**src/rtl/inst_prefetcher_if.sv**
```systemverilog
// rtl/inst_prefetcher_if.sv - memory fetch port between the instruction prefetcher and instruction memory
interface inst_prefetcher_if #(
  parameter int ADDR_W = 16
);
  logic              fetch_req_valid;
  logic [ADDR_W-1:0] fetch_addr;
  logic              fetch_req_ready;
  logic              fetch_data_valid;
  logic [ADDR_W-1:0] fetch_data;

  modport master (
    output fetch_req_valid,
    output fetch_addr,
    input  fetch_req_ready,
    input  fetch_data_valid,
    input  fetch_data
  );

  modport slave (
    input  fetch_req_valid,
    input  fetch_addr,
    output fetch_req_ready,
    output fetch_data_valid,
    output fetch_data
  );
endinterface

```
**src/rtl/inst_prefetcher.sv**
```systemverilog
// rtl/inst_prefetcher.sv - instruction prefetch queue, decoder inst/imm16 supply and architectural PC
// pc always names the queue head word; fetch_addr runs 2*count bytes ahead of it.
module inst_prefetcher #(
  parameter int  REG_BITS    = 8,
  parameter int  NSHIFT      = 2,
  parameter int  QUEUE_WORDS = 2,
  localparam int W           = 2 * REG_BITS,
  localparam int NDIG        = W / NSHIFT,
  localparam int DW          = $clog2(NDIG),
  localparam int QW          = $clog2(QUEUE_WORDS),
  localparam int SW          = $clog2(W) + 1
) (
  input  logic              clk,
  input  logic              reset,
  output logic              inst_valid,
  output logic [W-1:0]      inst,
  input  logic              inst_done,
  input  logic              load_imm16,
  output logic              imm16_loaded,
  output logic [W-1:0]      imm_full,
  output logic [NSHIFT-1:0] imm_data_out,
  input  logic              next_imm_data,
  input  logic              block_prefetch,
  input  logic              write_pc,
  input  logic              ext_pc_next,
  input  logic [DW-1:0]     comp_counter,
  output logic              prefetch_idle,
  input  logic [NSHIFT-1:0] pc_data_in,
  output logic [NSHIFT-1:0] pc_data_out,
  inst_prefetcher_if.master fetch
);

  typedef enum logic [1:0] {
    S_IDLE = 2'd0,
    S_REQ  = 2'd1,
    S_WAIT = 2'd2
  } state_t;

  localparam logic [QW:0]       QDEPTH   = (QW + 1)'(QUEUE_WORDS);
  localparam logic [DW-1:0]     DIG_LAST = DW'(NDIG - 1);
  localparam logic [NSHIFT-1:0] DIG_MASK = '1;

  state_t        state_q, state_d;
  logic [W-1:0]  pc_q, pc_d;
  logic [W-1:0]  fetch_addr_q, fetch_addr_d;
  logic [W-1:0]  inst_q, inst_d;
  logic [W-1:0]  imm_reg_q, imm_reg_d;
  logic          inst_valid_q, inst_valid_d;
  logic          imm16_loaded_q, imm16_loaded_d;
  logic [DW-1:0] imm_ptr_q, imm_ptr_d;
  logic [QW-1:0] head_q, head_d;
  logic [QW:0]   count_q, count_d;
  logic [W-1:0]  q_mem_q [QUEUE_WORDS];
  logic [W-1:0]  q_mem_d [QUEUE_WORDS];

  logic          push;
  logic          have_head;
  logic          load_pop;
  logic          inst_pop;
  logic          pop;
  logic [QW-1:0] tail;
  logic [W-1:0]  head_word;
  logic [SW-1:0] pc_sh;
  logic [SW-1:0] imm_sh;

  // Fetch FSM: a single outstanding request, guarded by free queue space
  always_comb begin
    state_d = state_q;
    unique case (state_q)
      S_IDLE: if (!block_prefetch && (count_q < QDEPTH)) state_d = S_REQ;
      S_REQ:  if (fetch.fetch_req_ready) state_d = S_WAIT;
      S_WAIT: if (fetch.fetch_data_valid) state_d = S_IDLE;
      default: state_d = S_IDLE;
    endcase
  end

  assign push      = (state_q == S_WAIT) && fetch.fetch_data_valid;
  assign have_head = (count_q != '0);
  assign tail      = head_q + count_q[QW-1:0];
  assign head_word = q_mem_q[head_q];

  // imm16 takes the head word ahead of the inst slot; a flush cancels both
  assign load_pop = load_imm16 && inst_valid_q && !imm16_loaded_q && have_head && !ext_pc_next;
  assign inst_pop = (!inst_valid_q || inst_done) && have_head && !load_pop && !ext_pc_next;
  assign pop      = load_pop || inst_pop;

  assign pc_sh  = SW'(comp_counter) * SW'(NSHIFT);
  assign imm_sh = SW'(imm_ptr_q) * SW'(NSHIFT);

  always_comb begin
    q_mem_d = q_mem_q;
    if (push) q_mem_d[tail] = fetch.fetch_data;
  end

  always_comb begin
    count_d = count_q;
    head_d  = head_q;
    if (ext_pc_next) begin
      count_d = '0;
      head_d  = '0;
    end else begin
      if (pop) head_d = head_q + 1'b1;
      if (push && !pop) count_d = count_q + 1'b1;
      else if (pop && !push) count_d = count_q - 1'b1;
    end
  end

  // A digit write and a pop may land together; the pop advances first
  always_comb begin
    pc_d = pc_q;
    if (pop) pc_d = pc_q + W'(2);
    if (write_pc) pc_d = (pc_d & ~(W'(DIG_MASK) << pc_sh)) | (W'(pc_data_in) << pc_sh);
  end

  // fetch_addr follows pushes only; written PC digits take effect at ext_pc_next
  always_comb begin
    fetch_addr_d = fetch_addr_q;
    if (ext_pc_next) fetch_addr_d = pc_d;
    else if (push) fetch_addr_d = fetch_addr_q + W'(2);
  end

  always_comb begin
    inst_d       = inst_q;
    inst_valid_d = inst_valid_q;
    if (inst_pop) inst_d = head_word;
    if (ext_pc_next) inst_valid_d = 1'b0;
    else if (inst_pop) inst_valid_d = 1'b1;
    else if (inst_done) inst_valid_d = 1'b0;
  end

  always_comb begin
    imm_reg_d      = imm_reg_q;
    imm16_loaded_d = imm16_loaded_q;
    imm_ptr_d      = imm_ptr_q;
    if (load_pop) imm_reg_d = head_word;
    if (ext_pc_next || inst_done) imm16_loaded_d = 1'b0;
    else if (load_pop) imm16_loaded_d = 1'b1;
    if (ext_pc_next || inst_done || load_pop) imm_ptr_d = '0;
    else if (next_imm_data) imm_ptr_d = (imm_ptr_q == DIG_LAST) ? '0 : imm_ptr_q + 1'b1;
  end

  always_ff @(posedge clk) begin
    if (reset) begin
      state_q        <= S_IDLE;
      pc_q           <= '0;
      fetch_addr_q   <= '0;
      inst_q         <= '0;
      imm_reg_q      <= '0;
      inst_valid_q   <= 1'b0;
      imm16_loaded_q <= 1'b0;
      imm_ptr_q      <= '0;
      head_q         <= '0;
      count_q        <= '0;
    end else begin
      state_q        <= state_d;
      pc_q           <= pc_d;
      fetch_addr_q   <= fetch_addr_d;
      inst_q         <= inst_d;
      imm_reg_q      <= imm_reg_d;
      inst_valid_q   <= inst_valid_d;
      imm16_loaded_q <= imm16_loaded_d;
      imm_ptr_q      <= imm_ptr_d;
      head_q         <= head_d;
      count_q        <= count_d;
    end
  end

  always_ff @(posedge clk) begin
    q_mem_q <= q_mem_d;
  end

  assign inst_valid   = inst_valid_q;
  assign inst         = inst_q;
  assign imm16_loaded = imm16_loaded_q;
  assign imm_full     = imm16_loaded_q ? imm_reg_q
                                       : {{(W - REG_BITS){inst_q[REG_BITS-1]}}, inst_q[REG_BITS-1:0]};
  assign imm_data_out = NSHIFT'(imm_full >> imm_sh);
  assign pc_data_out  = NSHIFT'(pc_q >> pc_sh);
  assign prefetch_idle = (state_q == S_IDLE);

  assign fetch.fetch_req_valid = (state_q == S_REQ);
  assign fetch.fetch_addr      = fetch_addr_q;

  // Redirecting the PC with a fetch in flight would lose the response's address
  a_flush_idle: assert property (@(posedge clk) disable iff (reset) !(ext_pc_next && state_q != S_IDLE));

endmodule

```
**src/flat_wrapper.sv**
```systemverilog
// flat-port wrapper written by rule: the top's interface ports become plain ports
module inst_prefetcher_flat 
#(
  parameter int  REG_BITS    = 8,
  parameter int  NSHIFT      = 2,
  parameter int  QUEUE_WORDS = 2,
  localparam int W           = 2 * REG_BITS,
  localparam int NDIG        = W / NSHIFT,
  localparam int DW          = $clog2(NDIG),
  localparam int QW          = $clog2(QUEUE_WORDS),
  localparam int SW          = $clog2(W) + 1
)
  (clk, reset, inst_valid, inst, inst_done, load_imm16, imm16_loaded, imm_full, imm_data_out, next_imm_data, block_prefetch, write_pc, ext_pc_next, comp_counter, prefetch_idle, pc_data_in, pc_data_out, fetch_fetch_req_valid, fetch_fetch_addr, fetch_fetch_req_ready, fetch_fetch_data_valid, fetch_fetch_data);
  inst_prefetcher_if fetch_i ();
  input  logic clk;
  input  logic reset;
  output logic inst_valid;
  output logic [W-1:0] inst;
  input  logic inst_done;
  input  logic load_imm16;
  output logic imm16_loaded;
  output logic [W-1:0] imm_full;
  output logic [NSHIFT-1:0] imm_data_out;
  input  logic next_imm_data;
  input  logic block_prefetch;
  input  logic write_pc;
  input  logic ext_pc_next;
  input  logic [DW-1:0] comp_counter;
  output logic prefetch_idle;
  input  logic [NSHIFT-1:0] pc_data_in;
  output logic [NSHIFT-1:0] pc_data_out;
  output wire logic [$bits(fetch_i.fetch_req_valid)-1:0] fetch_fetch_req_valid;
  output wire logic [$bits(fetch_i.fetch_addr)-1:0] fetch_fetch_addr;
  input wire logic [$bits(fetch_i.fetch_req_ready)-1:0] fetch_fetch_req_ready;
  input wire logic [$bits(fetch_i.fetch_data_valid)-1:0] fetch_fetch_data_valid;
  input wire logic [$bits(fetch_i.fetch_data)-1:0] fetch_fetch_data;
  assign fetch_fetch_req_valid = fetch_i.fetch_req_valid;
  assign fetch_fetch_addr = fetch_i.fetch_addr;
  assign fetch_i.fetch_req_ready = fetch_fetch_req_ready;
  assign fetch_i.fetch_data_valid = fetch_fetch_data_valid;
  assign fetch_i.fetch_data = fetch_fetch_data;
  inst_prefetcher #(.REG_BITS(REG_BITS), .NSHIFT(NSHIFT), .QUEUE_WORDS(QUEUE_WORDS)) u_core (.clk(clk), .reset(reset), .inst_valid(inst_valid), .inst(inst), .inst_done(inst_done), .load_imm16(load_imm16), .imm16_loaded(imm16_loaded), .imm_full(imm_full), .imm_data_out(imm_data_out), .next_imm_data(next_imm_data), .block_prefetch(block_prefetch), .write_pc(write_pc), .ext_pc_next(ext_pc_next), .comp_counter(comp_counter), .prefetch_idle(prefetch_idle), .pc_data_in(pc_data_in), .pc_data_out(pc_data_out), .fetch(fetch_i));
endmodule
```
**config.mk**
```make
export PLATFORM = sky130hd
export DESIGN_NAME = inst_prefetcher_flat
export DESIGN_NICKNAME = d
export VERILOG_FILES = /design/src/rtl/inst_prefetcher_if.sv /design/src/rtl/inst_prefetcher.sv /design/src/flat_wrapper.sv
export SDC_FILE = /design/constraint.sdc
export NUM_CORES = 1
export LEC_CHECK = 0
export BUFFER_PORTS_ARGS = -buffer_cell sky130_fd_sc_hd__buf_2
export CORE_AREA = 2 2 123 125
export DETAILED_ROUTE_END_ITERATION = 16
export DIE_AREA = 0 0 125 127
export PLACE_DENSITY_LB_ADDON = 0.3
export SYNTH_ARGS = -nofsm -noshare
export SYNTH_HDL_FRONTEND = slang
export SYNTH_SLANG_ARGS = --single-unit
export TNS_END_PERCENT = 1
```
**constraint.sdc**
```tcl
create_clock -name clk -period 5.35 [get_ports clk]
set_input_delay 0.535 -clock clk [delete_from_list [all_inputs] [get_ports clk]]
set_output_delay 0.535 -clock clk [all_outputs]
set_load 0.05 [all_outputs]
```
==> impl_metrics.yaml <==
timing:
  slew_headroom_pct: 21.71
  period_share_pct: 58.45
  min_period_ns: 3.127
  fmax_mhz: 319.8
  setup_violations: 0
  rsz0062_at_grt: "false"
  final.setup.tns_ns: 0
  hold_viol_final: 0
  maxSlewViolCount: 0
  skew_ns: 0.01057
  tightest_slew_ns: 1.174
  fin_ws_ns: 2.223
global_route:
  grt_max_degree: 62
  grt_pass1_vias: 3944
  grt_use_total_pct: 16.98
  antenna_found_initial: 0
  grt-ovfl-total: 0
  grt_pass1_wl_um: 21200
placement:
  routabilityCongestion: 0.8895
  pre_cts_slack_ns: 2.240
  dpl.cell_count: 736
  portBuffers: 86
  post_dp_cell_area_sq_mm: 0.005549
  hpwl_um: 9897
cts:
  cts-htree-levels: 3
  root_buffer: "clkbuf_16"
  cts_tree: "yes"
  cts_buffer_depth: 2
  hold_buffers: 0
  cts_setup_buffers: 0
  clkSinkCount: 106
  cts_buffers: 9
  worstSkewPairLatency_ns: 0.36
  cts_resized: 0
  clk_pin_slew_ns: 0.08
synth:
  yosysSeqAreaShare_pct: 48.51
  ys_warn_count: 0
  synthArstFlopShare_pct: 0
  syn_area_sq_mm: 0.005035
  ys.flop_type: "dfxtp_1"
  synth_cell_types: 67
  synth_edf_count: 32
  synth.avg_cell_area_sq_um: 10.15
  syn-num-nets: 532
  synth-seq-cells: 106
  synthCells: 496
cells_and_area:
  ff_latch_area_sq_mm: 0.002442
  antennaDiodeCount: 0
  fin_nets: 599
  n_fill_cell: 1445
  stdcell_area_sq_mm: 0.005847
  drive_gt1_share_pct: 26.06
  fin_cells: 752
  syn2layout_area_growth_pct: 16.13
  multi_input_area_sq_mm: 0.002397
route:
  drt_iter0_markers: 186
  ant_nets: 0
  drt_wl_total_um: 13400
  wl_per_cell_um: 17.82
  vias: 4008
  drt_pre_antenna_iters: 4
  via_per_inst: 5.330
  route.detailed.drc: 0
power:
  power_frac_clock_pct: 40.3
  power.density_mw_per_mm2: 285.3
  power_frac_seq_pct: 51.3
  power_leakage_nw: 2.211
  p_sw_uw: 451.8
  p_int_mw: 1.217
  peakVddDrop_uv: 181.0
  p_comb_share_pct: 8.5
  power_switching_share_pct: 27.08
setup_path:
  critPathArrivalTime_ns: 2.59
  reg2reg_slack_ns: 2.26
  reg2reg_to: "u_core.inst[15]$_SDFFE_PP0P_"
  reg2reg_from: "u_core.imm16_loaded$_SDFFE_PP0P_"
  worst_ep_required_time_ns: 4.82
  reg2reg_depth: 5
  critPathMaxFanout: 21
  criticalPathCategory: "reg -> out"
  endpoint_kind: "output pin"
  startpoint_type: "flip-flop"
floorplan:
  start_util_pct: 34.91
  core.rowCount: 44
  core_sq_mm: 0.01442
  dieArea_sq_mm: 0.01588
  pin_count: 87
  die_x_um: 125
  die_y_um: 127
run_status:
  status: "completed"
job:
  cap_violations: 0
hold_path:
  hold_depth: 1
  holdPathEnd: "u_core.q_mem_q[21]$_DFFE_PP_"
  hp-class: "in -> reg"
  min_from: "fetch_fetch_data[5]"
==> worst max-delay path, cell delays in order, from the launching register on <==
cell      delay (ns)
dfxtp_1         0.77
nand2b_1        0.38
nand2_1         0.13
mux2_2          0.28
mux4_2          0.44
buf_2           0.22
==> cell families (layout without fill, tap and decap cells) <==
group,count (synthesis),after routing,share of synthesized area (%)
flops,106,106,48.51
compound gates,93,93,13.79
mux,47,47,11.33
fa+ha+maj,5,5,1.243
xor+xnor,20,20,3.479
simple gates,183,183,17.64
buf+inv,42,114,4.001
==> layout by cell type, fill, tap and decap left out, drive strengths merged, types with 5 or more instances in the layout <==
cell type,instances
a211oi,38
a21oi,13
a31o,5
and3,5
buf,87
clkbuf,9
dfxtp,74
edfxtp,32
ha,5
inv,15
mux2,17
mux2i,24
mux4,6
nand2,42
nand3,11
nand4,8
nor2,70
nor3,11
nor4,6
o211ai,5
o21ai,6
xnor2,11
xor2,9
==> cell usage after synthesis (11+ instances only) <==
| cell | number | share of area, % |
|---|---|---|
| nand3_1 | 11 | 1.1 |
| nand2_1 | 41 | 3.1 |
| clkbuf_1 | 13 | 0.97 |
| edfxtp_1 | 32 | 19 |
| a211oi_1 | 38 | 5.7 |
| a21oi_1 | 12 | 1.2 |
| nor2_1 | 70 | 5.2 |
| mux2_2 | 17 | 3.8 |
| dfxtp_1 | 74 | 29 |
| mux2i_1 | 24 | 4.8 |
| xnor2_1 | 11 | 1.9 |
==> registers in the layout, indices dropped and copies added (netlist names) <==
signal,cells
u_core.count_q,2
u_core.fetch.fetch_addr,16
u_core.head_q,1
u_core.imm16_loaded,1
u_core.imm_ptr_q,3
u_core.imm_reg_q,16
u_core.inst,16
u_core.inst_valid,1
u_core.pc_q,16
u_core.q_mem_q,32
u_core.state_q,2
==> through the flow <==
stage	power [mW]	hold slack, ns	util (%)
after floorplan	0.9722	0.4605	-
after global placement	1.012	0.4689	38.47
after detailed placement	1.015	0.4921	38.47
after CTS	1.689	0.3425	40.54
after global routing	1.728	0.3450	40.54
final	1.668	0.3580	40.54
==> worst max-delay path by stage <==
stage | start | endpoint | slack, ns | cells after the start
2_1_floorplan | u_core.imm16_loaded$_SDFFE_PP0P_ | imm_data_out[0] | 2.29 | 6
3_3_place_gp | u_core.imm16_loaded$_SDFFE_PP0P_ | u_core.inst[12]$_SDFFE_PP0P_ | 2.43 | 5
3_5_place_dp | u_core.imm16_loaded$_SDFFE_PP0P_ | u_core.inst[15]$_SDFFE_PP0P_ | 2.24 | 5
4_1_cts | u_core.imm16_loaded$_SDFFE_PP0P_ | imm_data_out[0] | 2.20 | 5
5_1_grt | u_core.imm16_loaded$_SDFFE_PP0P_ | u_core.inst[7]$_SDFFE_PP0P_ | 1.93 | 5
6_report | u_core.imm16_loaded$_SDFFE_PP0P_ | imm_data_out[1] | 2.22 | 5
==> per-layer routing <==
metal  GRT usage (%)  vias up  share of wire, %  routed length (um)
li1                -     1945                 -                   -
met1           21.71     1945                44                5939
met2           28.42      101                49                6527
met3           3.811       17               5.2                 703
met4           6.078        0               1.7                 230
met5               0        -                 0                   0
==> power groups by stage <==
stage	clock [mW]	combinational [mW]	sequential [mW]
3_5_place_dp	0	0.142	0.874
6_report	0.672	0.141	0.855
4_1_cts	0.692	0.142	0.855
2_1_floorplan	0	0.0805	0.892
5_1_grt	0.718	0.152	0.857
3_3_place_gp	0	0.139	0.873
==> final cells by class <==
class / count / share of cell area (%)
tap: 184 / 3.938
clock buffer: 9 / 3.852
timing repair buffer: 87 / 7.490
clock inverter: 7 / 1.241
multi-input combinational: 348 / 41.00
sequential: 106 / 41.77
inverter: 11 / 0.7062
Note: power is estimated with default switching activity, not from simulation.
